### src/rtl/complex_div.sv
// Sequential fixed-point complex divider: Q = (A * conj(B)) / |B|^2 with one shared
// signed multiplier and two parallel restoring dividers; fixed latency, ce-stallable.
module complex_div #(
  parameter int W    = 18,
  parameter int FRAC = 16
) (
  input  logic                clk,
  input  logic                rst,
  input  logic                ce,
  input  logic                start,
  input  logic signed [W-1:0] ar,
  input  logic signed [W-1:0] ai,
  input  logic signed [W-1:0] br,
  input  logic signed [W-1:0] bi,
  output logic                busy,
  output logic                done,
  output logic signed [W-1:0] qr,
  output logic signed [W-1:0] qi,
  output logic                ovf,
  output logic                div_zero
);

  localparam int AW = 2*W + 1;
  localparam int XW = 4*W;
  localparam int QW = W - 1;
  localparam int CW = $clog2(W);

  // state | meaning
  // IDLE  | wait for start, latch operands
  // MUL0-5| shared multiplier, one product per cycle (registered)
  // ACC   | fold last product into D
  // CHK   | signs, magnitudes, div-by-zero and overflow flags
  // DIV   | W-1 restoring iterations, both components in parallel
  // OUT   | done pulse, results visible
  typedef enum logic [3:0] {
    S_IDLE, S_MUL0, S_MUL1, S_MUL2, S_MUL3, S_MUL4, S_MUL5,
    S_ACC, S_CHK, S_DIV, S_OUT
  } state_t;

  state_t                 state;
  logic signed [W-1:0]    op_ar, op_ai, op_br, op_bi;
  logic signed [2*W-1:0]  prod;
  logic signed [AW-1:0]   nr, ni, d;
  logic                   sign_r, sign_i, ovf_r, ovf_i, dz;
  logic        [XW-1:0]   rem_r, rem_i, dsh;
  logic        [QW-1:0]   quo_r, quo_i;
  logic        [CW-1:0]   cnt;

  logic signed [W-1:0]    mul_a, mul_b;
  logic signed [2*W-1:0]  mul_p;
  logic signed [AW-1:0]   prod_x;
  logic        [AW-1:0]   mag_nr, mag_ni;
  logic        [XW-1:0]   num_r, num_i, den_lim;
  logic                   trial_r, trial_i;
  logic        [XW-1:0]   rem_r_nxt, rem_i_nxt;
  logic        [QW-1:0]   quo_r_nxt, quo_i_nxt;

  always_comb begin
    mul_a = op_ar;
    mul_b = op_br;
    case (state)
      S_MUL1:  begin mul_a = op_ai; mul_b = op_bi; end
      S_MUL2:  begin mul_a = op_ai; mul_b = op_br; end
      S_MUL3:  begin mul_a = op_ar; mul_b = op_bi; end
      S_MUL4:  begin mul_a = op_br; mul_b = op_br; end
      S_MUL5:  begin mul_a = op_bi; mul_b = op_bi; end
      default: begin mul_a = op_ar; mul_b = op_br; end
    endcase
  end

  assign mul_p  = mul_a * mul_b;
  assign prod_x = AW'(prod);

  assign mag_nr  = nr[AW-1] ? AW'(-nr) : AW'(nr);
  assign mag_ni  = ni[AW-1] ? AW'(-ni) : AW'(ni);
  assign num_r   = XW'(mag_nr) << FRAC;
  assign num_i   = XW'(mag_ni) << FRAC;
  assign den_lim = XW'($unsigned(d)) << (W-1);

  // Long division against a right-shifting divisor; no-overflow guarantees W-1 bits suffice.
  assign trial_r   = rem_r >= dsh;
  assign trial_i   = rem_i >= dsh;
  assign rem_r_nxt = trial_r ? rem_r - dsh : rem_r;
  assign rem_i_nxt = trial_i ? rem_i - dsh : rem_i;
  assign quo_r_nxt = {quo_r[QW-2:0], trial_r};
  assign quo_i_nxt = {quo_i[QW-2:0], trial_i};

  function automatic logic [W-1:0] finish_q(input logic neg, input logic sat,
                                            input logic [QW-1:0] q);
    logic [W-1:0] m;
    m = sat ? {1'b0, {QW{1'b1}}} : {1'b0, q};
    return neg ? W'(-m) : m;
  endfunction

  always_ff @(posedge clk or posedge rst) begin
    if (rst) begin
      state    <= S_IDLE;
      op_ar    <= '0;
      op_ai    <= '0;
      op_br    <= '0;
      op_bi    <= '0;
      prod     <= '0;
      nr       <= '0;
      ni       <= '0;
      d        <= '0;
      sign_r   <= 1'b0;
      sign_i   <= 1'b0;
      ovf_r    <= 1'b0;
      ovf_i    <= 1'b0;
      dz       <= 1'b0;
      rem_r    <= '0;
      rem_i    <= '0;
      dsh      <= '0;
      quo_r    <= '0;
      quo_i    <= '0;
      cnt      <= '0;
      busy     <= 1'b0;
      done     <= 1'b0;
      qr       <= '0;
      qi       <= '0;
      ovf      <= 1'b0;
      div_zero <= 1'b0;
    end else if (ce) begin
      case (state)
        S_IDLE: begin
          if (start) begin
            op_ar <= ar;
            op_ai <= ai;
            op_br <= br;
            op_bi <= bi;
            busy  <= 1'b1;
            state <= S_MUL0;
          end
        end
        S_MUL0: begin prod <= mul_p;                     state <= S_MUL1; end
        S_MUL1: begin prod <= mul_p; nr <= prod_x;       state <= S_MUL2; end
        S_MUL2: begin prod <= mul_p; nr <= nr + prod_x;  state <= S_MUL3; end
        S_MUL3: begin prod <= mul_p; ni <= prod_x;       state <= S_MUL4; end
        S_MUL4: begin prod <= mul_p; ni <= ni - prod_x;  state <= S_MUL5; end
        S_MUL5: begin prod <= mul_p; d  <= prod_x;       state <= S_ACC;  end
        S_ACC:  begin d <= d + prod_x;                   state <= S_CHK;  end
        S_CHK: begin
          sign_r <= nr[AW-1];
          sign_i <= ni[AW-1];
          dz     <= (d == '0);
          ovf_r  <= num_r >= den_lim;
          ovf_i  <= num_i >= den_lim;
          rem_r  <= num_r;
          rem_i  <= num_i;
          dsh    <= XW'($unsigned(d)) << (W-2);
          quo_r  <= '0;
          quo_i  <= '0;
          cnt    <= CW'(W-2);
          state  <= S_DIV;
        end
        S_DIV: begin
          rem_r <= rem_r_nxt;
          rem_i <= rem_i_nxt;
          quo_r <= quo_r_nxt;
          quo_i <= quo_i_nxt;
          dsh   <= dsh >> 1;
          cnt   <= cnt - 1'b1;
          if (cnt == '0) begin
            qr       <= dz ? '0 : finish_q(sign_r, ovf_r, quo_r_nxt);
            qi       <= dz ? '0 : finish_q(sign_i, ovf_i, quo_i_nxt);
            ovf      <= ~dz & (ovf_r | ovf_i);
            div_zero <= dz;
            done     <= 1'b1;
            state    <= S_OUT;
          end
        end
        S_OUT: begin
          done  <= 1'b0;
          busy  <= 1'b0;
          state <= S_IDLE;
        end
        default: state <= S_IDLE;
      endcase
    end
  end

endmodule

### config.mk
export PLATFORM = sky130hd
export DESIGN_NAME = complex_div
export DESIGN_NICKNAME = d
export VERILOG_FILES = /design/src/rtl/complex_div.sv
export SDC_FILE = /design/constraint.sdc
export NUM_CORES = 2
export LEC_CHECK = 0
export CAP_MARGIN = 15
export CORE_ASPECT_RATIO = 0.7
export CORE_UTILIZATION = 25
export CTS_CLUSTER_SIZE = 12
export DETAILED_ROUTE_END_ITERATION = 10
export PLACE_DENSITY = 0.48
export SYNTH_ARGS = -nofsm -noshare
export SYNTH_HDL_FRONTEND = slang
export SYNTH_SLANG_ARGS = --single-unit
### constraint.sdc
create_clock -name clk -period 40.6 [get_ports clk]
set_input_delay 12.18 -clock clk [delete_from_list [all_inputs] [get_ports clk]]
set_output_delay 12.18 -clock clk [all_outputs]
set_load 0.1 [all_outputs]
**After elaboration in Yosys (flattened, before gate mapping)**

Cells that the tools add are included.

- Register bits: 521
- Input port bits: 76
- Output and inout port bits: 40
- Logic and storage cells: 111

- $add $sub $neg: 10
- Multipliers: 1
- $lt $le $gt $ge: 4
- Eq/ne operators: 14
- Muxes and demuxes: 28
- Bitwise gates (word level): 3
- Reductions and logical operators: 25

Operators with widths:

| cell | count |
|---|---|
| case mux 72 bit (2 select lines) | 3 |
| case mux 37 bit (2 select lines) | 3 |
| greater-or-equal comparator 72 bit | 2 |
| two-way mux 72 bit | 2 |
| subtractor 72 bit | 2 |
| greater-or-equal comparator 53 x 54 -> 1 bit | 2 |
| two-way mux 18 bit | 5 |
| adder 37 x 36 -> 37 bit | 2 |
| two-way mux 37 bit | 2 |
| negator 37 bit | 2 |
| case mux 16 bit (2 select lines) | 2 |
| case mux 18 bit (3 select lines) | 1 |
| case mux 4 bit (10 select lines) | 1 |
| logical NOT 37 bit | 1 |
| subtractor 37 x 36 -> 37 bit | 1 |
| multiplier 18 x 18 -> 36 bit | 1 |
| negator 17 -> 18 bit | 2 |
| two-way mux 17 bit | 2 |
| AND reduction 3 bit | 7 |
| equality test 4 x 3 -> 1 bit, second input constant | 4 |
| equality test 4 bit, second input constant | 3 |
| AND reduction 2 bit | 6 |
| nonzero test 2 bit | 6 |
| case mux 5 bit (2 select lines) | 1 |
| other kinds (15) | 22 |

**Longest topological paths before layout**

- Depth in word-level cells: 5
- Gate-level depth with buffers: 34
- Mapped depth without buffers: 31

**Worst setup path after synthesis**

OpenSTA, ideal clock, no wires.

- Path kind: input -> register
- Start: in ce
- End: reg rem_r[65]
- Setup time: 0.120 ns
- Arrival time: 13.778 ns
- Data required time: 40.480 ns
- Path slack: 26.702 ns
- Stages on the path: 8
- Buffers on the path: 3
- Path through: clkbuf_1 nand2_1 nor2_1 clkbuf_1 o31a_1 clkbuf_1 o32ai_1 a31o_2

- Longest elaborated chain between the ends: 1

RTL lines:

| element | line | RTL |
|---|---|---|
| from (decl) | 9 | `input logic ce,` |
| AND reduction 3 bit (no line) | - |  |
| to (signal assigned) | 148 | `rem_r <= num_r;` |
| to (signal assigned) | 157 | `rem_r <= rem_r_nxt;` |
| to (decl) | 45 | `logic [XW-1:0] rem_r, rem_i, dsh;` |

Every way passes these cells.
A chain may end at the register's enable or synchronous reset.

**Worst setup path in the final report**

- Start: in ce
- End: reg rem_i[58]

- Longest elaborated chain between the ends: 1

RTL lines:

| element | line | RTL |
|---|---|---|
| AND reduction 3 bit (no line) | - |  |
| to (signal assigned) | 149 | `rem_i <= num_i;` |
| to (signal assigned) | 158 | `rem_i <= rem_i_nxt;` |
| to (decl) | 45 |  |

Every way passes these cells.

==> run_results.csv <==
group,metric,value,unit
sta,worst-slew-pin-transition,1.19,ns
routing,wl_per_cell,18.9,um
floorplanning,rows,135,
sta,drv_slew,0,
synth,synth_commonest_cells,"nand2_1 (681), inv_1 (585), dfrtp_1 (502)",
critical_path,critPathMaxStageDelay,0.73,ns
cts,path_clk_slew,0.05,ns
global_routing,grt_use_total,16.1,%
sta,period_needed,15.17,ns
critical_path,arrival,15.75,ns
synth,synth_edf_count,0,
critical_path,cpMostUsedCell,"buf_4",
synth,syn_avg_cell_area,8.58,sq um
sta,rsz0062_at_grt,"false",
critical_path,path_cells,"clkdlybuf4s50_1 > nand2_1 > or2_2 > buf_4 > a31oi_4 > buf_4 > nand2_2 > or4_1 > o211ai_1",
placement,postPlaceCellArea,53000,sq um
placement,dp_hpwl,122,mm
global_routing,grt_overflow_total,0,
routing,drt_first_pass_iters,5,
cts,post_cts_buffers,0,
cts,root_buffer,"clkbuf_16",
synth,synth.largest_area_cell,"dfrtp_1",
job,drv_cap,0,
floorplanning,coreArea,194000,sq um
synth,synth_top_flop_cell,"dfrtp_1",
cts,post_cts_resized,0,
global_routing,grt_max_degree,151,
synth,yosysWarningCount,0,
cts,cts_buffer_depth,3,
global_routing,antenna_found_initial,7,
global_routing,grt_pass1_wl,248,mm
synth,ys_ff_latch,502,
synth,synth_area,49000,sq um
routing,first_iter_violations,3445,
run_status,outcome,"completed",
sta,whs,0.482,ns
synth,yosys-top-cells-area,"dfrtp_1 (26%), fa_1 (14%), ha_1 (9.8%)",
cts,clock_latency,0.68,ns
sta,relSlewSlack,20.1,%
global_routing,grt_pass1_vias,41000,
critical_path,slowest_stage,"clkdlybuf4s50_1",
synth,synth_top_area_share,25.7,%
floorplanning,die-height,372,um
critical_path,critPathMaxFanout,42,
routing,wl,158,mm
finish,drive_gt1_share,6.29,%
floorplanning,start_util,25.2,%
placement,portBuffers,115,
sta,final.setup.tns,0,ns
critical_path,startpoint_type,"primary input",
cts,clkSinkCount,502,
finish,nFillCells,20800,
finish,syn_to_final_growth,13.2,%
sta,timing.fmax,65.9,MHz
finish,final_cell_area,55400,sq um
critical_path,crit_required,41.17,ns
sta,fin_crit_sh,37.4,%
routing,viasPerCell,5.01,
synth,synth_nets,6497,
cts,cts_tree,"done",
cts,cts_inserted_buffers,69,
synth,synth_cell_types,89,
synth,synth_most_common_cell,"nand2_1",
cts,cts_max_level,3,
finish,final_util,28.6,%
critical_path,critical_path_class,"in -> reg",
min_path,hold_class,"reg -> reg",
synth,ys_seq_area_share,25.7,%
synth,synth_async_sr_flop_share,100,%
sta,finClkSkew,0.0294,ns
routing,drc,0,
finish,fin_nets,6501,
floorplanning,die_area,198000,sq um
critical_path,end_kind,"flop",
floorplanning,chipWidth,531,um
floorplanning,ios,116,
sta,hold_viol_final,0,
synth,syn_inst,5702,
routing,detail-route-antenna-nets,0,
placement,globalplace.congestion,0.902,
routing,vias,41900,
cts,cts_hold_repair.buffers,0,
sta,finalSetupViolCount,0,
==> worst paths after layout <==
path,cells after the start,start,slack [ns],end
max,9,ce,25.43,rem_i[58]$_DFFE_PP0P_
min,2,dsh[51]$_DFFE_PP0P_,0.48,dsh[51]$_DFFE_PP0P_
max reg2reg,31,state[0]$_DFFE_PP0P_,30.32,prod[34]$_DFFE_PP0P_
min reg2reg,2,dsh[51]$_DFFE_PP0P_,0.48,dsh[51]$_DFFE_PP0P_
max in group asynchronous,4,rst,26.20,rem_i[38]$_DFFE_PP0P_
min in group asynchronous,2,rst,12.16,nr[0]$_DFFE_PP0P_
==> metal layers <==
metal | up-vias | track usage (%) | part of all wire [%]
li1 | 19900 | - | -
met1 | 20700 | 24.4 | 51
met2 | 1058 | 23.2 | 41
met3 | 158 | 3.09 | 6.4
met4 | 2 | 3.58 | 2.2
met5 | - | 0 | 0.0082
==> cells by family (layout without fill, tap and decap cells) <==
group,after synthesis,in the layout,synth area share [%]
buffers and inverters,847,904,6.52
flip-flops,502,502,25.7
adder cells (fa/ha/maj),719,719,23.5
XOR/XNOR,300,300,5.37
multiplexers,126,126,2.82
other,0,1,0
AND/OR/NAND/NOR,1639,1639,15.3
AO/OA/AOI/OAI,1569,1569,20.8
==> critical path: cells and delay by family <==
kind,cells,cell delay [ns]
and+or+nand+nor,4,1.86
buffers and inverters,3,1.42
AOI/OAI and AO/OA,2,0.25
==> registers in the layout, indices dropped and copies added, names as in the netlist, 5 cells and up <==
register  count
cnt           5
d            37
dsh          53
ni           37
nr           37
op_ai        18
op_ar        18
op_bi        18
op_br        18
prod         36
qi           18
qr           18
quo_i        16
quo_r        16
rem_i        72
rem_r        72
==> metrics by stage <==
stage	worst slack [ns]	cells
5_1_grt	25.19	8362
2_1_floorplan	14.40	5702
4_1_cts	25.47	8359
3_3_place_gp	24.83	8234
3_5_place_dp	24.75	8235
6_report	25.43	8363
==> cell usage in the layout, fill, tap and decap left out, types with 115 or more instances in the layout <==
cell	netlist	layout
ha_1	385	385
nand2_1	681	676
dfrtp_1	502	501
a21o_1	183	183
fa_1	334	334
o21ai_0	401	401
xnor2_1	213	213
inv_1	585	584
clkdlybuf4s50_1	0	115
a21oi_1	327	327
nor2_1	396	392
==> area by class of cell <==
class	instances	area (sq um)	share of cell area, %
inverter	587	2210	3.99
clock inverter	34	448	0.808
clock buffer	90	1900	3.42
tap	2603	3260	5.88
timing repair buffer	193	1750	3.16
sequential	502	12600	22.7
antenna	1	2.50	0.00452
multi-input combinational	4353	33300	60.1
Power is not shown: default switching activity piles up to over one toggle a cycle in this logic, so the estimate is an artifact.
